===== config.mk =====
export PLATFORM = sky130hd
export DESIGN_NAME = reg_write_arbiter
export DESIGN_NICKNAME = d
export VERILOG_FILES = /design/src/rtl/reg_write_arbiter.sv
export SDC_FILE = /design/constraint.sdc
export NUM_CORES = 1
export LEC_CHECK = 0
export CAP_MARGIN = 30
export CORE_AREA = 2 2 88 90
export CTS_BUF_LIST = sky130_fd_sc_hd__clkbuf_8 sky130_fd_sc_hd__clkbuf_16
export DETAILED_ROUTE_END_ITERATION = 12
export DIE_AREA = 0 0 90 92
export PLACE_DENSITY_LB_ADDON = 0.12
export SYNTH_ARGS = -nofsm -noshare
export SYNTH_HDL_FRONTEND = slang
export SYNTH_SLANG_ARGS = --single-unit

===== constraint.sdc =====
create_clock -name CLK -period 1.9 [get_ports CLK]
set_input_delay 0.19 -clock CLK [delete_from_list [all_inputs] [get_ports CLK]]
set_output_delay 0.19 -clock CLK [all_outputs]
set_load 0.1 [all_outputs]

===== src/rtl/reg_write_arbiter.sv =====
// Single-port register-file write arbiter: WB > ISR save > NoC > RAND refresh.
// Grants are registered, so a write granted in one cycle reaches the register file the next.
module reg_write_arbiter #(
    parameter int ISR_REG     = 30,
    parameter int RAND_REG    = 31,
    parameter int RAND_PERIOD = 16
) (
    input  logic        CLK,
    input  logic        RESET,
    input  logic        WB_WE,
    input  logic [4:0]  WB_ADDR,
    input  logic [31:0] WB_DATA,
    input  logic        ISR_REQ,
    input  logic [31:0] ISR_PC,
    input  logic [31:0] RAND_IN,
    input  logic        NOC_VALID,
    input  logic [4:0]  NOC_ADDR,
    input  logic [31:0] NOC_DATA,
    output logic        NOC_READY,
    output logic        NOC_ERR,
    output logic        ISR_ACK,
    output logic        RAND_OVERRUN,
    output logic        WRITE_EN,
    output logic [4:0]  IN_ADDRESS,
    output logic [31:0] DATA_IN
);
    localparam int            CW          = (RAND_PERIOD > 2) ? $clog2(RAND_PERIOD) : 1;
    localparam logic [CW-1:0] RAND_RELOAD = CW'(RAND_PERIOD - 1);
    localparam logic [4:0]    ISR_ADDR    = 5'(ISR_REG);
    localparam logic [4:0]    RAND_ADDR   = 5'(RAND_REG);

    typedef enum logic [1:0] {ST_IDLE, ST_SAVE, ST_ACK, ST_WAIT} isr_state_t;

    isr_state_t    r_state;
    isr_state_t    w_state_next;
    logic [CW-1:0] r_rand_cnt;
    logic          r_rand_pending;
    logic          r_rand_overrun;
    logic          r_we;
    logic [4:0]    r_addr;
    logic [31:0]   r_data;
    logic          r_noc_err;

    logic          w_wb_valid;
    logic          w_isr_valid;
    logic          w_noc_grant;
    logic          w_noc_bad;
    logic          w_rand_expire;
    logic          w_isr_grant;
    logic          w_rand_grant;
    logic          w_we_next;
    logic [4:0]    w_addr_next;
    logic [31:0]   w_data_next;

    assign w_wb_valid    = WB_WE && (WB_ADDR != 5'd0);
    assign w_isr_valid   = (r_state == ST_SAVE);
    assign w_noc_grant   = NOC_VALID && !w_wb_valid && !w_isr_valid;
    assign w_noc_bad     = (NOC_ADDR == 5'd0) || (NOC_ADDR == ISR_ADDR) || (NOC_ADDR == RAND_ADDR);
    assign w_rand_expire = (r_rand_cnt == '0);

    // A NoC write to a reserved register still takes the slot; it is just not written.
    always_comb begin
        w_we_next    = 1'b0;
        w_addr_next  = 5'd0;
        w_data_next  = 32'd0;
        w_isr_grant  = 1'b0;
        w_rand_grant = 1'b0;
        if (w_wb_valid) begin
            w_we_next   = 1'b1;
            w_addr_next = WB_ADDR;
            w_data_next = WB_DATA;
        end else if (w_isr_valid) begin
            w_isr_grant = 1'b1;
            w_we_next   = 1'b1;
            w_addr_next = ISR_ADDR;
            w_data_next = ISR_PC;
        end else if (NOC_VALID) begin
            if (!w_noc_bad) begin
                w_we_next   = 1'b1;
                w_addr_next = NOC_ADDR;
                w_data_next = NOC_DATA;
            end
        end else if (r_rand_pending) begin
            w_rand_grant = 1'b1;
            w_we_next    = 1'b1;
            w_addr_next  = RAND_ADDR;
            w_data_next  = RAND_IN;
        end
    end

    // WAIT holds off a new save until ISR_REQ drops, so one request yields one save.
    always_comb begin
        w_state_next = r_state;
        case (r_state)
            ST_IDLE: if (ISR_REQ) w_state_next = ST_SAVE;
            ST_SAVE: if (w_isr_grant) w_state_next = ST_ACK;
            ST_ACK:  w_state_next = ST_WAIT;
            ST_WAIT: if (!ISR_REQ) w_state_next = ST_IDLE;
            default: w_state_next = ST_IDLE;
        endcase
    end

    always_ff @(posedge CLK) begin
        if (!RESET) begin
            r_state        <= ST_IDLE;
            r_rand_cnt     <= RAND_RELOAD;
            r_rand_pending <= 1'b0;
            r_rand_overrun <= 1'b0;
            r_we           <= 1'b0;
            r_addr         <= 5'd0;
            r_data         <= 32'd0;
            r_noc_err      <= 1'b0;
        end else begin
            r_state   <= w_state_next;
            r_we      <= w_we_next;
            r_addr    <= w_addr_next;
            r_data    <= w_data_next;
            r_noc_err <= w_noc_grant && w_noc_bad;

            if (w_rand_expire) r_rand_cnt <= RAND_RELOAD;
            else               r_rand_cnt <= r_rand_cnt - 1'b1;

            // Expiry coinciding with a grant re-arms the request instead of clearing it.
            if (w_rand_grant) begin
                r_rand_pending <= w_rand_expire;
            end else if (w_rand_expire) begin
                r_rand_pending <= 1'b1;
                if (r_rand_pending) r_rand_overrun <= 1'b1;
            end
        end
    end

    assign NOC_READY    = RESET && w_noc_grant;
    assign NOC_ERR      = r_noc_err;
    assign ISR_ACK      = (r_state == ST_ACK);
    assign RAND_OVERRUN = r_rand_overrun;
    assign WRITE_EN     = r_we;
    assign IN_ADDRESS   = r_addr;
    assign DATA_IN      = r_data;
endmodule


==> metrics.md <==
| Metric | Value |
|---|---|
| Final Hold Fails | `0` |
| Post-route insts no fill | `528` |
| Synth async-reset ratio | `0%` |
| Worst Min Path Start | `WB_ADDR[1]` |
| Synth cell count leaders | `dfxtp_1, a221o_1, a32o_1, nand2b_1, clkbuf_1` |
| Row cnt | `32` |
| Pwr per Cell Area | `1040 nW/um^2` |
| Drt drc | `0` |
| Type of the worst setup path | `register to output port` |
| Initial antenna violation count | `0` |
| Routed WL | `9.07 mm` |
| Max stage delay on crit path | `0.37 ns` |
| Clock slew at reported path FFs | `0.09 ns` |
| Fin nets | `573` |
| Critical path capture point type | `output port` |
| Core ar. | `7450 sq um` |
| Synth Flop Type | `dfxtp_1` |
| Chip width | `90 microns` |
| DP Wirelength | `6.69 mm` |
| Most frequent CP cell | `buf_12` |
| Crit-path max FO | `24` |
| Data required, critical path | `1.71 ns` |
| Setup WS pre-CTS | `-0.181 ns` |
| Met3 wire length | `553 microns` |
| CTS max path bufs | `2` |
| Routed WL per cell | `17.2 microns` |
| Cell area after synthesis | `2360 sq um` |
| PortBufs | `184` |
| TritonRoute pass-1 iters | `4` |
| Vias per Instance | `5.19` |
| Crit path time final | `1.81 ns` |
| Maxcap violations | `0` |
| CTS Buf Count | `5` |
| Top-area cell type share of the netlist area | `39.9%` |
| Initial drt markers | `115` |
| CP Launch Type | `register` |
| Setup crit start | `r_state[1]$_SDFFE_PN0P_` |
| CP Data Arrival Time | `1.62 ns` |
| Synth area leaders | `dfxtp_1, a221o_1, a32o_1` |
| Register area share after synthesis | `39.9%` |
| Final Util | `61.3%` |
| Kind of cell adding the most delay to the critical path | `buffers and inverters` |
| Routed vias | `2739` |
| Dominant cell type by area after synthesis | `dfxtp_1` |
| GRT Util Overall | `21.4%` |
| Yosys reg bits | `47` |
| # setup viols final | `0` |
| TritonCTS clock tree | `yes` |
| Hold Crit Class | `input pin to register` |
| RSZ-0062 raised after global routing | `no` |
| Share of cells above drive strength 1 | `20.0%` |
| Largest net degree at the start of global routing | `38` |
| Worst skew pair latency | `0.30 ns` |
| Slowest-stage cell, CP | `dfxtp_4` |
| Initial Util | `31.7%` |
| I/O Pins | `185` |
| Pleak | `1.81 nW` |
| Slew @ Worst Pin | `0.348 ns` |
| Clk sinks | `47` |
| Top-count cell post-synth | `dfxtp_1` |
| P&R area growth vs syn | `93.7%` |
| RR Startpoint | `r_state[0]$_SDFFE_PN0P_` |
| Yosys warns | `0` |
| DIE AREA | `8280 sq um` |
| Final global-route overflow total | `0` |
| Final setup TNS | `0 ns` |
| Fin crit share | `95.1%` |
| Fmax | `553 MHz` |
| Post-DP Area | `4420 sq um` |
| Final worst slack | `0.0925 ns` |
| Final Max Tran Viols | `0` |
| Outcome | `finished, final reports clean` |
| EDFF count, synth | `0` |
| Number of global-route vias before repair | `2770` |
| Met2 WL | `4.47 mm` |
| Syn nets | `380` |
| Cells after DPL | `518` |
| Critical path, cell by cell | `inv_2 -> ha_4 -> buf_12 -> nor4_4 -> buf_12` |
| Clk_skew | `0.00770 ns` |
| Diodes inserted | `0` |
| Clock tree root buffer cell | `clkbuf_8` |
| Worst path buffer plus inverter count | `3` |
| Relative slew slack | `76.8%` |
| Peak supply drop | `0.000621 V` |
| First-pass GRT wire length | `14.2 mm` |
| H-Tree Depth | `2` |
| Final ANT Viol Nets | `0` |
| Synth unique cells | `34` |
| Top routing layer used | `met4` |
| Die height | `92 microns` |
| Final Cell Area | `4570 sq um` |
| M1 WL | `3.88 mm` |
| Routability cong. | `0.836` |
| Cells after synthesis | `232` |
| Avg Inst Size Synth | `10.2 sq um` |
[flip-flops by register name, indices dropped and copies added (netlist names)]
name / flops
DATA_IN: 32
WRITE_EN: 1
r_state: 2
RAND_OVERRUN: 1
r_rand_pending: 1
NOC_ERR: 1
IN_ADDRESS: 5
r_rand_cnt: 4
[path summary, 6_finish.rpt]
path	to	slack, ns	depth (start not counted)
setup / recovery	NOC_READY	0.09	5
hold / removal	IN_ADDRESS[1]$_SDFF_PN0_	0.31	3
setup reg to reg	r_state[0]$_SDFFE_PN0P_	0.28	5
hold reg to reg	r_rand_cnt[0]$_SDFF_PP1_	0.44	1
[stage by stage]
step	hold slack [ns]	total power (W)
2_1_floorplan	0.316	0.00308
3_3_place_gp	0.406	0.00385
3_5_place_dp	0.418	0.00388
4_1_cts	0.304	0.00476
5_1_grt	0.335	0.00494
6_report	0.312	0.00474
[metal layers]
| metal | vias to the layer above | global-route usage (%) |
|---|---|---|
| met3 | 14 | 4.85 |
| met4 | 0 | 6.67 |
| li1 | 1307 | - |
| met1 | 1301 | 26.0 |
| met5 | - | 0 |
| met2 | 117 | 37.5 |
[report_power, final]
| part | leakage, nW | total, W | internal [W] | switching [W] |
|---|---|---|---|---|
| sequential | 0.390 | 0.00121 | 0.00115 | 0.0000629 |
| combinational | 1.35 | 0.00265 | 0.000969 | 0.00169 |
| clock | 0.0695 | 0.000871 | 0.000521 | 0.000351 |
| total | 1.81 | 0.00474 | 0.00264 | 0.00210 |
[what timing repair did]
action / 4_1_cts / 5_1_grt
buffers inserted: 1 / 1
endpoints found under the setup margin: 1 / 1
gates resized for setup: 5 / 1
pin swaps: 3 / 1
hold buffers: 0 / 0
endpoints found under the hold margin: 0 / 0
[layout by cell type, fill, tap and decap left out, drive strengths merged, types with 2 or more instances in the layout]
cell and n:
a21oi 8, a221o 32, a32o 32, buf 66
bufinv 2, clkbuf 5, clkdlybuf4s15 2, clkdlybuf4s50 139
dfxtp 47, ha 5, inv 9, nand2 10
nand2b 32, nand3 4, nor2 5, nor2b 2
nor4 2, o21ai 5, o31ai 4
[worst reg2reg max path: stages, from the launching register on]
cell	delay (ns)
dfxtp_1	0.44
inv_1	0.10
ha_1	0.22
mux2_2	0.27
a2111o_1	0.37
o211a_1	0.12
[area by class of cell]
cell class / instances / area, sq um
inverters: 8 / 30.0
flip-flops and latches: 47 / 945
fillers: 652 / 2880
clock inverters: 3 / 63.8
clock buffers: 5 / 68.8
well taps: 102 / 128
multi-input cells: 155 / 1300
repair buffers: 208 / 2030
[logic make-up (layout without fill, tap and decap cells)]
kind of cell             after synthesis  after routing  synth area share, %
AO/OA/AOI/OAI                         88             88                 35.0
XOR/XNOR                               1              1                0.372
adder cells (fa/ha/maj)                5              5                 2.65
buffers and inverters                 30            224                 6.21
flip-flops                            47             47                 39.9
multiplexers                           2              2                0.902
AND/OR/NAND/NOR                       59             59                 15.0
Note: power is estimated with default switching activity, not from simulation.
